--- src/rtl/dmem_arbiter.sv ---
`default_nettype none
// ============================================================================
//  Module   : dmem_arbiter
//  Purpose  : Shares the single-port data memory (synchronous write,
//             combinational read) between the CPU load/store port and the
//             DMA/loader port. Round-robin arbitration with an optional
//             bounded lock for bursts, registered read-data return and
//             rejection of misaligned accesses.
//  Ports    : clk, reset        - clock, synchronous active-high reset
//             cpu_* / dma_*     - requester ports (req/we/lock/addr/wdata in,
//                                 gnt/rvalid/rdata/err out)
//             mem_we/mem_a/mem_wd/mem_rd - data memory interface
//  Revision : 1.0 - initial release
// ============================================================================
module dmem_arbiter #(
    parameter int LOCK_MAX  = 4,     // 1..15 consecutive locked grants under contention
    parameter bit CPU_FIRST = 1'b1   // round-robin pointer after reset (1 = CPU favoured)
) (
    input  logic        clk,
    input  logic        reset,
    // CPU requester
    input  logic        cpu_req,
    input  logic        cpu_we,
    input  logic        cpu_lock,
    input  logic [31:0] cpu_addr,
    input  logic [31:0] cpu_wdata,
    output logic        cpu_gnt,
    output logic        cpu_rvalid,
    output logic [31:0] cpu_rdata,
    output logic        cpu_err,
    // DMA requester
    input  logic        dma_req,
    input  logic        dma_we,
    input  logic        dma_lock,
    input  logic [31:0] dma_addr,
    input  logic [31:0] dma_wdata,
    output logic        dma_gnt,
    output logic        dma_rvalid,
    output logic [31:0] dma_rdata,
    output logic        dma_err,
    // data memory
    output logic        mem_we,
    output logic [31:0] mem_a,
    output logic [31:0] mem_wd,
    input  logic [31:0] mem_rd
);

    localparam logic [1:0] c_IDLE     = 2'd0;
    localparam logic [1:0] c_OWN_CPU  = 2'd1;
    localparam logic [1:0] c_OWN_DMA  = 2'd2;
    localparam logic [3:0] c_LOCK_MAX = 4'(LOCK_MAX);

    logic [1:0]  r_state;
    logic [3:0]  r_cnt;       // consecutive grants held by the current lock owner
    logic        r_ptr;       // 1 = CPU wins a tie, 0 = DMA wins a tie
    logic [31:0] r_last_a;
    logic [31:0] r_last_wd;
    logic        r_cpu_rvalid;
    logic [31:0] r_cpu_rdata;
    logic        r_cpu_err;
    logic        r_dma_rvalid;
    logic [31:0] r_dma_rdata;
    logic        r_dma_err;

    logic        w_cpu_pick;
    logic        w_dma_pick;
    logic        w_cpu_gnt;
    logic        w_dma_gnt;
    logic        w_any_gnt;
    logic        w_lock_spent;
    logic [31:0] w_sel_a;
    logic [31:0] w_sel_wd;
    logic        w_sel_we;
    logic        w_sel_lock;
    logic        w_aligned;

    // Counter saturates at LOCK_MAX, so equality is enough to spot an
    // exhausted lock even when the owner keeps running uncontended.
    assign w_lock_spent = (r_cnt == c_LOCK_MAX);

    always_comb begin
        w_cpu_pick = 1'b0;
        w_dma_pick = 1'b0;
        case (r_state)
            c_OWN_CPU: begin
                if (cpu_req) begin
                    if (w_lock_spent && dma_req) w_dma_pick = 1'b1;
                    else                         w_cpu_pick = 1'b1;
                end else begin
                    w_dma_pick = dma_req;
                end
            end
            c_OWN_DMA: begin
                if (dma_req) begin
                    if (w_lock_spent && cpu_req) w_cpu_pick = 1'b1;
                    else                         w_dma_pick = 1'b1;
                end else begin
                    w_cpu_pick = cpu_req;
                end
            end
            default: begin
                w_cpu_pick = cpu_req & (~dma_req | r_ptr);
                w_dma_pick = dma_req & (~cpu_req | ~r_ptr);
            end
        endcase
    end

    // No grant is issued while reset is asserted, so nothing reaches memory
    // in the reset cycle and every grant output reads 0 during reset.
    assign w_cpu_gnt = w_cpu_pick & ~reset;
    assign w_dma_gnt = w_dma_pick & ~reset;
    assign w_any_gnt = w_cpu_gnt | w_dma_gnt;

    assign w_sel_a    = w_cpu_gnt ? cpu_addr  : dma_addr;
    assign w_sel_wd   = w_cpu_gnt ? cpu_wdata : dma_wdata;
    assign w_sel_we   = w_cpu_gnt ? cpu_we    : dma_we;
    assign w_sel_lock = w_cpu_gnt ? cpu_lock  : dma_lock;
    assign w_aligned  = (w_sel_a[1:0] == 2'b00);

    assign cpu_gnt = w_cpu_gnt;
    assign dma_gnt = w_dma_gnt;
    assign mem_a   = w_any_gnt ? w_sel_a  : r_last_a;
    assign mem_wd  = w_any_gnt ? w_sel_wd : r_last_wd;
    assign mem_we  = w_any_gnt & w_sel_we & w_aligned;

    always_ff @(posedge clk) begin
        if (reset) begin
            r_state      <= c_IDLE;
            r_cnt        <= 4'd0;
            r_ptr        <= CPU_FIRST;
            r_last_a     <= 32'd0;
            r_last_wd    <= 32'd0;
            r_cpu_rvalid <= 1'b0;
            r_cpu_rdata  <= 32'd0;
            r_cpu_err    <= 1'b0;
            r_dma_rvalid <= 1'b0;
            r_dma_rdata  <= 32'd0;
            r_dma_err    <= 1'b0;
        end else begin
            // ownership / lock counter
            if (w_any_gnt && w_sel_lock) begin
                if (w_cpu_gnt) begin
                    r_state <= c_OWN_CPU;
                    if (r_state != c_OWN_CPU) r_cnt <= 4'd1;
                    else if (!w_lock_spent)   r_cnt <= r_cnt + 4'd1;
                end else begin
                    r_state <= c_OWN_DMA;
                    if (r_state != c_OWN_DMA) r_cnt <= 4'd1;
                    else if (!w_lock_spent)   r_cnt <= r_cnt + 4'd1;
                end
            end else begin
                r_state <= c_IDLE;
                r_cnt   <= 4'd0;
            end

            // round-robin: favour the side that was not just served
            if (w_cpu_gnt)      r_ptr <= 1'b0;
            else if (w_dma_gnt) r_ptr <= 1'b1;

            if (w_any_gnt) begin
                r_last_a  <= w_sel_a;
                r_last_wd <= w_sel_wd;
            end

            // read return and misalignment report, one cycle after grant
            r_cpu_rvalid <= w_cpu_gnt & ~cpu_we & w_aligned;
            r_cpu_err    <= w_cpu_gnt & ~w_aligned;
            if (w_cpu_gnt && !cpu_we && w_aligned) r_cpu_rdata <= mem_rd;

            r_dma_rvalid <= w_dma_gnt & ~dma_we & w_aligned;
            r_dma_err    <= w_dma_gnt & ~w_aligned;
            if (w_dma_gnt && !dma_we && w_aligned) r_dma_rdata <= mem_rd;
        end
    end

    assign cpu_rvalid = r_cpu_rvalid;
    assign cpu_rdata  = r_cpu_rdata;
    assign cpu_err    = r_cpu_err;
    assign dma_rvalid = r_dma_rvalid;
    assign dma_rdata  = r_dma_rdata;
    assign dma_err    = r_dma_err;

endmodule
`default_nettype wire
--- config.mk ---
export PLATFORM = sky130hd
export DESIGN_NAME = dmem_arbiter
export DESIGN_NICKNAME = d
export VERILOG_FILES = /design/src/rtl/dmem_arbiter.sv
export SDC_FILE = /design/constraint.sdc
export NUM_CORES = 1
export LEC_CHECK = 0
export ABC_CLOCK_PERIOD_IN_PS = 3500
export BUFFER_PORTS_ARGS = -buffer_cell sky130_fd_sc_hd__buf_2
export CAP_MARGIN = 30
export CORE_MARGIN = 10
export CORE_UTILIZATION = 35
export CTS_CLUSTER_SIZE = 14
export DETAILED_ROUTE_END_ITERATION = 6
export PLACE_DENSITY_LB_ADDON = 0.3
export SYNTH_ARGS = -nofsm -noshare
export SYNTH_HDL_FRONTEND = slang
export SYNTH_SLANG_ARGS = --single-unit
--- constraint.sdc ---
create_clock -name clk -period 3.5 [get_ports clk]
set_input_delay 0.7 -clock clk [delete_from_list [all_inputs] [get_ports clk]]
set_output_delay 0.7 -clock clk [all_outputs]
set_load 0.02 [all_outputs]
==> impl_metrics.ini <==
[run_status]
status = complete, no violations

[global_routing]
grtUsageTotal = 0.1531
grt_max_degree = 94
grt_pass1_wl_um = 29470
grt_pass1_vias = 5376
antenna_found_initial = 2
grt_overflow = 0

[synthesis]
syn_nets = 796
syn_inst = 626
ys_async_sr_fraction = 0
syn_avg_cell_area_um2 = 9.904
synth.most_common_cell = dfxtp_1
yosysWarnings = 0
yosys.area.top_type_share = 0.4488
synth-main-ff-cell = dfxtp_1
synth_top_area_cell = dfxtp_1
yosys-top-cells-count = 139 x dfxtp_1, 101 x nor2_1, 97 x mux2i_1
ys_seq_elements = 139
synth_area_mm2 = 0.006200
ys_seq_area_frac = 0.4488
synth-edff-count = 0
ys_types = 33
synth.area.top_cells = dfxtp_1 45%, mux2i_1 16%, a211oi_1 7.9%

[sta]
maxSlewHeadroom = 0.3351
fin_ws_ps = 144.2
tightest_slew_ps = 997.3
finalClockSkew_ps = 9.341
min_period_over_period = 0.9588
rsz0062_at_grt = true
final.min_clock_period_ps = 3356
setup_violations = 0
hold_violations = 0
drv_slew = 0
fmax_ghz = 0.2980

[worst_hold_path]
hp-class = flop to flop
hold_depth = 2
min_to = cpu_rdata[27]
min_from = cpu_rdata[27]

[setup_path]
r2r_slack_ps = 730
worstReg2RegStart = r_cnt[0]
r2r_cells = 9
r2r-end = dma_rdata[31]
critPathMaxFanout = 18
worstSetupStartpointType = flop
path_class = flop to output pin
arrival_ps = 2660
cp-end-kind = output pin
crit_path_start = r_cnt[0]
required_ps = 2800

[cts]
cts-root-buf = clkbuf_16
cts.sinks = 139
numCtsBuffers = 17
cts_tree = yes
clock_latency_ps = 410
cts_max_path_buffers = 2
hold_buffers = 0
clkSlewWorstSetupHoldPaths_ps = 60
htreeDepth = 4

[floorplan]
dieArea_mm2 = 0.02344
floorplan.initialDensity = 0.3572
placementRows = 48
coreArea_mm2 = 0.01736
dieWidth_um = 153.1
io_pins = 303
die_y_um = 153.1

[power_and_ir_drop]
finalPower_mw = 4.144
p_leak_nw = 3.853
power_density_mw_per_mm2 = 485.6
peakVddDrop_mv = 0.3071

[placed_design]
dpl_cell_area_mm2 = 0.007940
placed_cells = 1115
place_congestion = 0.8089
dp_slack_ps = 311.9
dp_hpwl_um = 14340
io_buffers = 302

[finish]
fin_cells = 1150
fin_nets = 1081
areaGrowthSynthToFinish_pct = 37.64
final_area_mm2 = 0.008533
utilization = 0.4916
drive_gt1_frac = 0.4215

[route]
drcViolationCount = 0
drtIter0Drc = 204
ant_nets = 0
via_count = 5423
drt_first_pass_iters = 4
routed_wl_um = 19090
wl_per_cell_um = 16.60
vias_per_cell = 4.716

[run]
maxCapViolations = 0
==> routing by layer <==
metal  routed length [um]  track usage
met1                 8011       0.1761
met5                    0            0
met2                 9134       0.2509
met4                  295      0.04723
met3                 1650      0.06650
==> what timing repair did <==
item	in CTS	in global routing
setup buffers	0	2
endpoints found under the setup margin	16	64
pin swaps	0	0
resized for setup	1	5
==> cells by family after synthesis <==
group | Yosys count | synth area share
multiplexers | 131 | 0.2359
AND/OR/NAND/NOR | 154 | 0.1207
AO/OA/AOI/OAI | 142 | 0.1443
adder cells (fa/ha/maj) | 2 | 0.004036
flip-flops | 139 | 0.4488
buffers and inverters | 56 | 0.04339
XOR/XNOR | 2 | 0.002826
==> flip-flops by register name, indices dropped and copies added, names as in the netlist <==
| name | count |
|---|---|
| cpu_rdata | 32 |
| dma_rdata | 32 |
| r_last_a | 32 |
| r_last_wd | 32 |
| r_cnt | 4 |
| r_state | 2 |
| cpu_err | 1 |
| cpu_rvalid | 1 |
| dma_err | 1 |
| dma_rvalid | 1 |
| r_ptr | 1 |
==> placed cells by master, fill, tap and decap left out, drive strengths merged, types with 2 or more instances in the layout <==
cell type  netlist  layout
dfxtp          139     139
and3             3       3
nor2           101     101
and3b            3       3
clkinv           0       4
mux2            34      34
clkinvlp         0       2
clkbuf          33      20
a21oi           69      69
xnor2            2       2
nand3b           3       3
buf             18     317
a41oi            2       2
mux2i           97      97
ha               2       2
nand2b           4       4
o21ai            2       2
diode            0       2
a211oi          65      65
nor2b           32      32
inv              5      10
nor3             2       2
==> stage by stage <==
step                      hold slack (ps)  setup TNS, ps
after detailed placement            477.4              0
after floorplan                     462.6              0
after CTS                           491.5              0
after global routing                509.1         -87.16
final                               486.1              0
after global placement              467.9              0
==> critical path: stages (launching register included) <==
cell and delay, ps:
dfxtp_1 370, inv_1 80, ha_1 230, and3b_2 290
mux2_2 270, and2_4 250, buf_12 210, mux2i_1 260
a21oi_1 110, buf_2 180
==> worst max path at each step <==
| stage | endpoint | slack [ps] | cells past startpoint |
|---|---|---|---|
| finish | mem_wd[1] | 140 | 9 |
| global route | mem_wd[5] | -30 | 9 |
| CTS | mem_a[19] | 20 | 9 |
| detailed placement | mem_a[7] | 310 | 8 |
| global placement | mem_a[7] | 400 | 8 |
| floorplan | mem_we | 450 | 11 |
==> cell type report <==
type | count | area [um^2]
clock inverters | 11 | 86.33
flip-flops and latches | 139 | 2783
diodes | 2 | 5.005
inverters | 5 | 18.77
multi-input cells | 431 | 3184
fillers | 1712 | 8823
well taps | 225 | 281.5
clock buffers | 20 | 456.7
repair buffers | 317 | 1718
==> report_power, final <==
part / internal, mW / switching (mW) / total [mW]
Clock: 0.951 / 0.712 / 1.66
Sequential: 1.67 / 0.0272 / 1.70
Combinational: 0.320 / 0.465 / 0.785
Total: 2.94 / 1.20 / 4.14
(Power assumes the default switching activity.)
